`config.mk`:
```
export PLATFORM = sky130hd
export DESIGN_NAME = ex_div
export DESIGN_NICKNAME = d
export VERILOG_FILES = /design/src/rtl/ex_div.sv
export SDC_FILE = /design/constraint.sdc
export NUM_CORES = 1
export LEC_CHECK = 0
export CORE_ASPECT_RATIO = 0.6
export CORE_UTILIZATION = 49
export DETAILED_ROUTE_END_ITERATION = 7
export GPL_TIMING_DRIVEN = 0
export HOLD_SLACK_MARGIN = 0.02
export PLACE_DENSITY = 0.72
export SKIP_CTS_REPAIR_TIMING = 1
export SLEW_MARGIN = 20
export SYNTH_ARGS = -nofsm -noshare
export SYNTH_HDL_FRONTEND = slang
export SYNTH_SLANG_ARGS = --single-unit
```
`constraint.sdc`:
```
create_clock -name clk -period 5.87 [get_ports clk]
set_input_delay 0.8805 -clock clk [delete_from_list [all_inputs] [get_ports clk]]
set_output_delay 0.8805 -clock clk [all_outputs]
set_load 0.02 [all_outputs]
```
`src/rtl/ex_div.sv`:
```
// ex_div: multi-cycle RV32M divider (DIV/DIVU/REM/REMU) for the execute stage.
// Latency: done pulses XLEN+1 cycles after the accepting edge, or 1 cycle after it when
//   DIV_ZERO_FAST_EN is defined and the divisor is zero.
// Backpressure: start is ignored while busy; hold_req freezes IF/ID/ID_EX until the FINISH cycle.
//
// Optional feature macro: DIV_ZERO_FAST_EN (divide by zero skips the iteration loop).
//
// Ports:
//   clk, rst          clock, synchronous active-high reset
//   start, op         request a DIV* / REM* op (00 DIV, 01 DIVU, 10 REM, 11 REMU)
//   dividend, divisor rs1 / rs2 operand values, sampled with start
//   waddr_i           destination register, returned on waddr_o with done
//   kill              flush; aborts an accept or an operation in flight
//   busy, hold_req    status and stall request to the hold controller
//   done, we_o        one-cycle result-valid / register write-enable pulse
//   result, waddr_o   quotient or remainder and its destination; hold until next FINISH
module ex_div #(
  parameter int XLEN = 32
) (
  input  logic            clk,
  input  logic            rst,
  input  logic            start,
  input  logic [1:0]      op,
  input  logic [XLEN-1:0] dividend,
  input  logic [XLEN-1:0] divisor,
  input  logic [4:0]      waddr_i,
  input  logic            kill,
  output logic            busy,
  output logic            hold_req,
  output logic            done,
  output logic [XLEN-1:0] result,
  output logic [4:0]      waddr_o,
  output logic            we_o
);

  localparam int CW = $clog2(XLEN);

  typedef enum logic [1:0] {
    IDLE   = 2'd0,
    CALC   = 2'd1,
    FINISH = 2'd2
  } state_t;

  state_t          state_q;
  logic [XLEN-1:0] dvd_q;      // dividend magnitude, becomes the quotient as bits shift in
  logic [XLEN-1:0] dvs_q;      // divisor magnitude
  logic [XLEN-1:0] rem_q;
  logic [CW-1:0]   count_q;
  logic            op_rem_q;
  logic            neg_quo_q;
  logic            neg_rem_q;
  logic            dvs_zero_q;
  logic [4:0]      waddr_q;
  logic            done_q;
  logic [XLEN-1:0] result_q;
  logic [4:0]      waddr_o_q;

  logic            accept;
  logic            signed_op;
  logic [XLEN-1:0] dvd_abs;
  logic [XLEN-1:0] dvs_abs;
  logic [XLEN:0]   rem_sh;
  logic [XLEN:0]   diff;
  logic [XLEN-1:0] quo_fin;
  logic [XLEN-1:0] rem_fin;

  assign accept    = start & ~kill & (state_q == IDLE);
  assign signed_op = ~op[0];
  assign dvd_abs   = (signed_op & dividend[XLEN-1]) ? (~dividend + 1'b1) : dividend;
  assign dvs_abs   = (signed_op & divisor[XLEN-1])  ? (~divisor + 1'b1)  : divisor;

  // The partial remainder is always below the divisor, so after the shift it can need one
  // extra bit; the borrow out of the XLEN+1-bit subtract selects the quotient bit.
  assign rem_sh = {rem_q, dvd_q[XLEN-1]};
  assign diff   = rem_sh - {1'b0, dvs_q};

  // With a zero divisor the loop yields all-ones / |dividend|; leaving the quotient
  // un-negated and restoring the remainder sign gives the RISC-V divide-by-zero results.
  assign quo_fin = (neg_quo_q & ~dvs_zero_q) ? (~dvd_q + 1'b1) : dvd_q;
  assign rem_fin = neg_rem_q ? (~rem_q + 1'b1) : rem_q;

  assign busy     = (state_q != IDLE);
  assign hold_req = accept | (state_q == CALC);
  assign done     = done_q;
  assign we_o     = done_q;
  assign result   = result_q;
  assign waddr_o  = waddr_o_q;

  always_ff @(posedge clk) begin
    if (rst) begin
      state_q    <= IDLE;
      dvd_q      <= '0;
      dvs_q      <= '0;
      rem_q      <= '0;
      count_q    <= '0;
      op_rem_q   <= 1'b0;
      neg_quo_q  <= 1'b0;
      neg_rem_q  <= 1'b0;
      dvs_zero_q <= 1'b0;
      waddr_q    <= '0;
      done_q     <= 1'b0;
      result_q   <= '0;
      waddr_o_q  <= '0;
    end else begin
      done_q <= 1'b0;
      if (kill) begin
        state_q <= IDLE;
      end else begin
        case (state_q)
          IDLE: begin
            if (accept) begin
              op_rem_q   <= op[1];
              neg_quo_q  <= signed_op & (dividend[XLEN-1] ^ divisor[XLEN-1]);
              neg_rem_q  <= signed_op & dividend[XLEN-1];
              dvs_zero_q <= (divisor == '0);
              waddr_q    <= waddr_i;
              dvd_q      <= dvd_abs;
              dvs_q      <= dvs_abs;
              rem_q      <= '0;
              count_q    <= '0;
              state_q    <= CALC;
`ifdef DIV_ZERO_FAST_EN
              if (divisor == '0) begin
                dvd_q   <= '1;
                rem_q   <= dvd_abs;
                state_q <= FINISH;
              end
`endif
            end
          end
          CALC: begin
            if (!diff[XLEN]) begin
              rem_q <= diff[XLEN-1:0];
              dvd_q <= {dvd_q[XLEN-2:0], 1'b1};
            end else begin
              rem_q <= rem_sh[XLEN-1:0];
              dvd_q <= {dvd_q[XLEN-2:0], 1'b0};
            end
            count_q <= count_q + 1'b1;
            if (count_q == CW'(XLEN - 1)) begin
              state_q <= FINISH;
            end
          end
          FINISH: begin
            done_q    <= 1'b1;
            result_q  <= op_rem_q ? rem_fin : quo_fin;
            waddr_o_q <= waddr_q;
            state_q   <= IDLE;
          end
          default: state_q <= IDLE;
        endcase
      end
    end
  end

endmodule

```
After elaboration in Yosys (flattened, before gate mapping)
Index checks and enable logic that the tools add are counted.
{"block": "totals", "input_bits": 75, "reg_bits": 150, "word_cells": 65, "output_inout_bits": 41}
{"block": "op_classes", "n_addsub": 6, "n_mux": 17, "n_eq_ne": 5, "reduce_logical": 9, "bitwise": 15}
{"operator": "2-to-1 mux 32 bit", "count": 8}
{"operator": "adder 32 x 1 -> 32 bit (second input constant)", "count": 4}
{"operator": "NOT 32 bit", "count": 4}
{"operator": "case mux 32 bit (2 select lines)", "count": 2}
{"operator": "subtractor 33 x 32 -> 33 bit", "count": 1}
{"operator": "zero test 32 bit", "count": 1}
{"operator": "case mux 5 bit (2 select lines)", "count": 1}
{"operator": "AND 1 bit", "count": 6}
{"operator": "AND reduction 3 bit", "count": 2}
{"operator": "adder 5 x 1 -> 5 bit (second input constant)", "count": 1}
{"operator": "equality test 5 bit (second input constant)", "count": 1}
{"operator": "2-to-1 mux 5 bit", "count": 1}
{"operator": "2-to-1 mux 2 bit", "count": 2}
{"operator": "case mux 2 bit (2 select lines)", "count": 1}
{"operator": "AND reduction 2 bit", "count": 2}
{"operator": "nonzero test 2 bit", "count": 2}
{"operator": "NOT 1 bit", "count": 3}
{"operator": "equality test 2 x 1 -> 1 bit (second input constant)", "count": 1}
{"operator": "equality test 2 bit (second input constant)", "count": 1}
{"operator": "zero test 2 bit", "count": 1}
{"operator": "2-to-1 mux 1 bit", "count": 2}
{"operator": "inequality test 2 x 1 -> 1 bit (second input constant)", "count": 1}
{"operator": "inequality test 2 bit (second input constant)", "count": 1}
{"operator": "OR reduction 2 bit", "count": 1}
{"operator": "other kinds (2)", "count": 2}

Depth between registers and ports, before layout
{"block": "logic_depth", "word_depth": 5, "ltp_mapped": 12, "mapped_depth_nobuf": 11}

Worst setup path before layout
OpenSTA, ideal clock, no wires.
{"block": "synth_path", "kind": "in2reg", "from": "in divisor[13]", "to": "reg dvs_q[29]", "t_arrival_ns": 2.840, "stages": 8, "n_path_buf": 0, "slack_ns": 2.960, "path_cell_list": "or4_1 nor4b_2 nand4_1 or2_2 o31ai_1 xnor2_1 nand2_1 a21oi_1"}
{"block": "synth_between", "elab_chain_cells": 3}
{"item": "start: declaration", "line_no": "25", "source": "input logic [XLEN-1:0] divisor,"}
{"item": "NOT 32 bit", "line_no": "70", "source": "assign dvs_abs = (signed_op & divisor[XLEN-1]) ? (~divisor + 1'b1) : divisor;"}
{"item": "adder 32 x 1 -> 32 bit", "line_no": "70"}
{"item": "2-to-1 mux 32 bit", "line_no": "70"}
{"item": "end signal: assignment", "line_no": "118", "source": "dvs_q <= dvs_abs;"}
{"item": "end: declaration", "line_no": "46", "source": "logic [XLEN-1:0] dvs_q;"}
No other way between the ends.
A chain may end at the register's enable or synchronous reset.

Final worst setup path
{"block": "layout_path", "from": "in kill", "to": "out hold_req"}
{"block": "layout_between", "elab_chain_cells": 4}
{"item": "start: declaration", "line_no": "27", "source": "input logic kill,"}
{"item": "NOT 1 bit (no line)"}
{"item": "AND 1 bit (2 in a row)", "line_no": "67", "source": "assign accept = start & ~kill & (state_q == IDLE);"}
{"item": "bitwise OR 1 bit", "line_no": "83", "source": "assign hold_req = accept | (state_q == CALC);"}
{"item": "end: declaration", "line_no": "29", "source": "output logic hold_req,"}
No other way between the ends.

==> results.md <==
- Initial core utilization: 0.5101
- CP startpoint kind: input pin
- Number of port buffers: 115
- Placeable Area: 20,370 µm²
- Met2 usage: 0.3983
- CTS sink cnt: 150
- CP Buf/Inv Count: 4
- Grt ovf: 0
- Max_cap viols: 0
- Delay-heaviest family, CP: buffers and inverters
- Post-Syn Area: 10,390 µm²
- EDFF count, synth: 0
- Fmax: 229.8 MHz
- Worst reg-to-reg setup slack: 2.28 ns
- Initial DRC count: 1,234
- DR WL/cell: 19.95 µm
- Height of the die: 114.8 µm
- TritonCTS buffer count: 17
- Syn Inst Count: 1,355
- Crit end category: primary output
- Final Critical Period: 4.352 ns
- Layout net count: 1,603
- Share of layout cells above drive strength 1: 0.04394
- Final wirelength: 35,420 µm
- Worst Setup Path Type: input pin to primary output
- Synth unique cells: 73
- First drt pass iteration count: 5
- Area grow syn2layout: 19.75%
- Hold path start: waddr_q[0]$_SDFFE_PP0P_
- DR vias/cell: 6.100
- First-pass GRT wire length: 54,180 µm
- Largest net degree at the start of global routing: 17
- Peak VDD IR: 0.0001669 V
- Final setup TNS: 0 ns
- Met3 usage: 0.1322
- CP Launch Point: kill
- Seq/Total Area, Yosys: 0.2890
- Psw: 861.5 µW
- Crit path cell chain: clkdlybuf4s50_1 > nor2_1 > o21ai_0 > clkbuf_1 > clkbuf_1 > nand2_1 > clkdlybuf4s50_1
- Status: completed
- Clock Skew: 0.01177 ns
- Die Span X: 190.0 µm
- Register bit total from synthesis: 150
- Hold Path Sink: waddr_o[0]$_SDFFE_PP0P_
- Post-route core utilization: 0.6108
- Deepest clock path buffer count: 2
- Placed Area: 11,880 µm²
- Reg-to-Reg Start: dvd_q[31]$_SDFFE_PP0P_
- Routed Antenna Nets: 0
- Synth area leaders: dfxtp_1 (29%), xor2_1 (7.2%), a21oi_1 (5.4%)
- Vias in the first global route: 9,459
- Slowest-stage cell, CP: clkdlybuf4s50_1
- Slew @ Worst Pin: 1.042 ns
- Synth warnings: 0
- Async S/R FF share, synth: 0
- Final Cell Area: 12,440 µm²
- HP Class: flip-flop to flip-flop
- Final hold vios: 0
- Worst-skew pair later-pin latency: 0.44 ns
- Top cells by count, synth: dfxtp_1 (150), nor2_1 (147), nand2_1 (145)
- Hold WS: 0.4521 ns
- Combinational share of power: 0.207
- Switching part of the total: 0.3170
- Die area: 21,810 µm²
- Clk pwr share: 0.392
- Setup-failing EPs final: 0
- Worst-path fanout max: 10
- Antenna diodes: 0
- Sequential group share of total power: 0.402
- P per Cell Area: 218.4 nW/µm²
- Initial antenna violation count: 0
- GR peak layer: met1
- Share of the synthesized area in the top cell type: 0.2890
- Total power: 2718 µW
- R2R cell count: 12
- Worst r2r dst: rem_q[29]$_SDFFE_PP0P_
- Register clock-pin slew on the reported worst setup and hold paths: 0.06 ns
- Hold Path Depth: 2
- Leakage power: 0.004611 µW
- Post-synth top area cell: dfxtp_1
- Unrepaired setup endpoints after global routing: no
- Site Rows: 40
- Max H-tree Level: 4
- All-Layer GR Usage: 0.3261
- I/O pins: 116
- DRC Markers: 0
- P_int: 1856 µW
- Top FF cell, synth: dfxtp_1
- Fin crit share: 0.7414
- CTS root buffer: clkbuf_16
- Crit path DAT: 3.47 ns
- Max-slew violation count: 0
- Worst Path Required: 4.99 ns
- Slowest cell delay on critical path: 0.64 ns
- Net Count, Synth: 1,469
- M1 GR Usage: 0.5125
- CTS tree: done
- Rel. slew slack: 0.2989
- Most common cell in the synthesized netlist: dfxtp_1
- Post-DP HPWL: 28,280 µm
- Final GP Congestion: 0.9256
- Syn Area/Cell: 7.668 µm²
- Via count: 10,830
==> how the worst max path moves through the flow <==
| stage | to | slack, ns | cells past startpoint |
|---|---|---|---|
| 2_1_floorplan | dvs_q[29]$_SDFFE_PP0P_ | 2.96 | 8 |
| 3_3_place_gp | hold_req | 1.63 | 7 |
| 3_5_place_dp | hold_req | 1.63 | 7 |
| 4_1_cts | hold_req | 1.61 | 7 |
| 5_1_grt | hold_req | 1.48 | 7 |
| 6_report | hold_req | 1.52 | 7 |
==> registers in the layout, summed over array words and instances, names as in the netlist, 2 cells and up <==
signal   count
dvd_q       32
dvs_q       32
rem_q       32
result      32
count_q      5
waddr_o      5
waddr_q      5
state_q      2
==> tightest hold or removal path, cell delays in order (launching register included) <==
cell     delay [ns]
dfxtp_1        0.31
nand2_1        0.05
a21oi_1        0.05
==> power groups by stage <==
stage	Sequential, µW	Clock [µW]	Combinational, µW
global route	1090	1110	608
global placement	1110	0	535
finish	1090	1060	561
CTS	1090	1060	546
detailed placement	1110	0	543
floorplan	1100	0	358
==> cell usage in the layout (no fill, tap or decap), types with 5 or more instances in the layout <==
cell type | synthesis | final
dfxtp_1 | 150 | 150
nor2_1 | 147 | 147
nand2_1 | 145 | 145
clkdlybuf4s50_1 | 0 | 115
a21oi_1 | 112 | 112
xor2_1 | 86 | 86
clkbuf_1 | 67 | 68
o21ai_0 | 59 | 59
a211oi_1 | 59 | 59
xnor2_1 | 57 | 57
inv_1 | 52 | 52
ha_1 | 38 | 38
nor3_1 | 34 | 34
nand3_1 | 28 | 28
o31ai_1 | 25 | 25
mux2i_1 | 21 | 21
a31oi_1 | 20 | 20
o211ai_1 | 18 | 18
clkbuf_16 | 0 | 17
nand2b_1 | 15 | 15
o21ai_1 | 14 | 14
a21o_1 | 13 | 13
o41ai_1 | 12 | 12
and3_1 | 11 | 11
nor4_1 | 11 | 11
a32oi_1 | 11 | 11
or3_1 | 10 | 10
and2_1 | 10 | 10
or4_1 | 10 | 10
nor2b_1 | 9 | 9
nand4_1 | 9 | 9
or2_2 | 7 | 7
buf_1 | 7 | 7
o21a_1 | 6 | 6
o221ai_1 | 6 | 6
nand3b_1 | 6 | 6
a311oi_1 | 6 | 6
a221oi_1 | 5 | 5
clkinvlp_4 | 0 | 5
==> metrics by stage <==
stage | setup WS [ns] | std cells
after floorplan | 2.960 | 1355
after global placement | 1.631 | 1743
after detailed placement | 1.629 | 1743
after CTS | 1.609 | 1775
after global routing | 1.481 | 1775
final | 1.518 | 1775
==> final cells by class <==
class	instances	area, µm²
Inverter	52	195.2
Tap cell	273	341.6
Buffer	82	331.6
Clock buffer	18	429.2
Timing Repair Buffer	115	1151
Clock inverter	14	130.1
Multi-Input combinational cell	1071	6860
Fill cell	1852	7928
Sequential cell	150	3003
==> cells by family after synthesis <==
logic type | share of synthesized area
buf+inv | 0.05070
compound gates | 0.2547
simple gates | 0.2129
xor+xnor | 0.1248
fa+ha+maj | 0.04769
mux | 0.02023
flops | 0.2890
==> per-layer routing <==
| layer | share of wire | wire (µm) |
|---|---|---|
| met1 | 0.50 | 17540 |
| met2 | 0.36 | 12610 |
| met3 | 0.14 | 5010 |
| met4 | 0.0071 | 253 |
| met5 | 0 | 0 |
No activity file was read; power rests on OpenSTA's default activity.
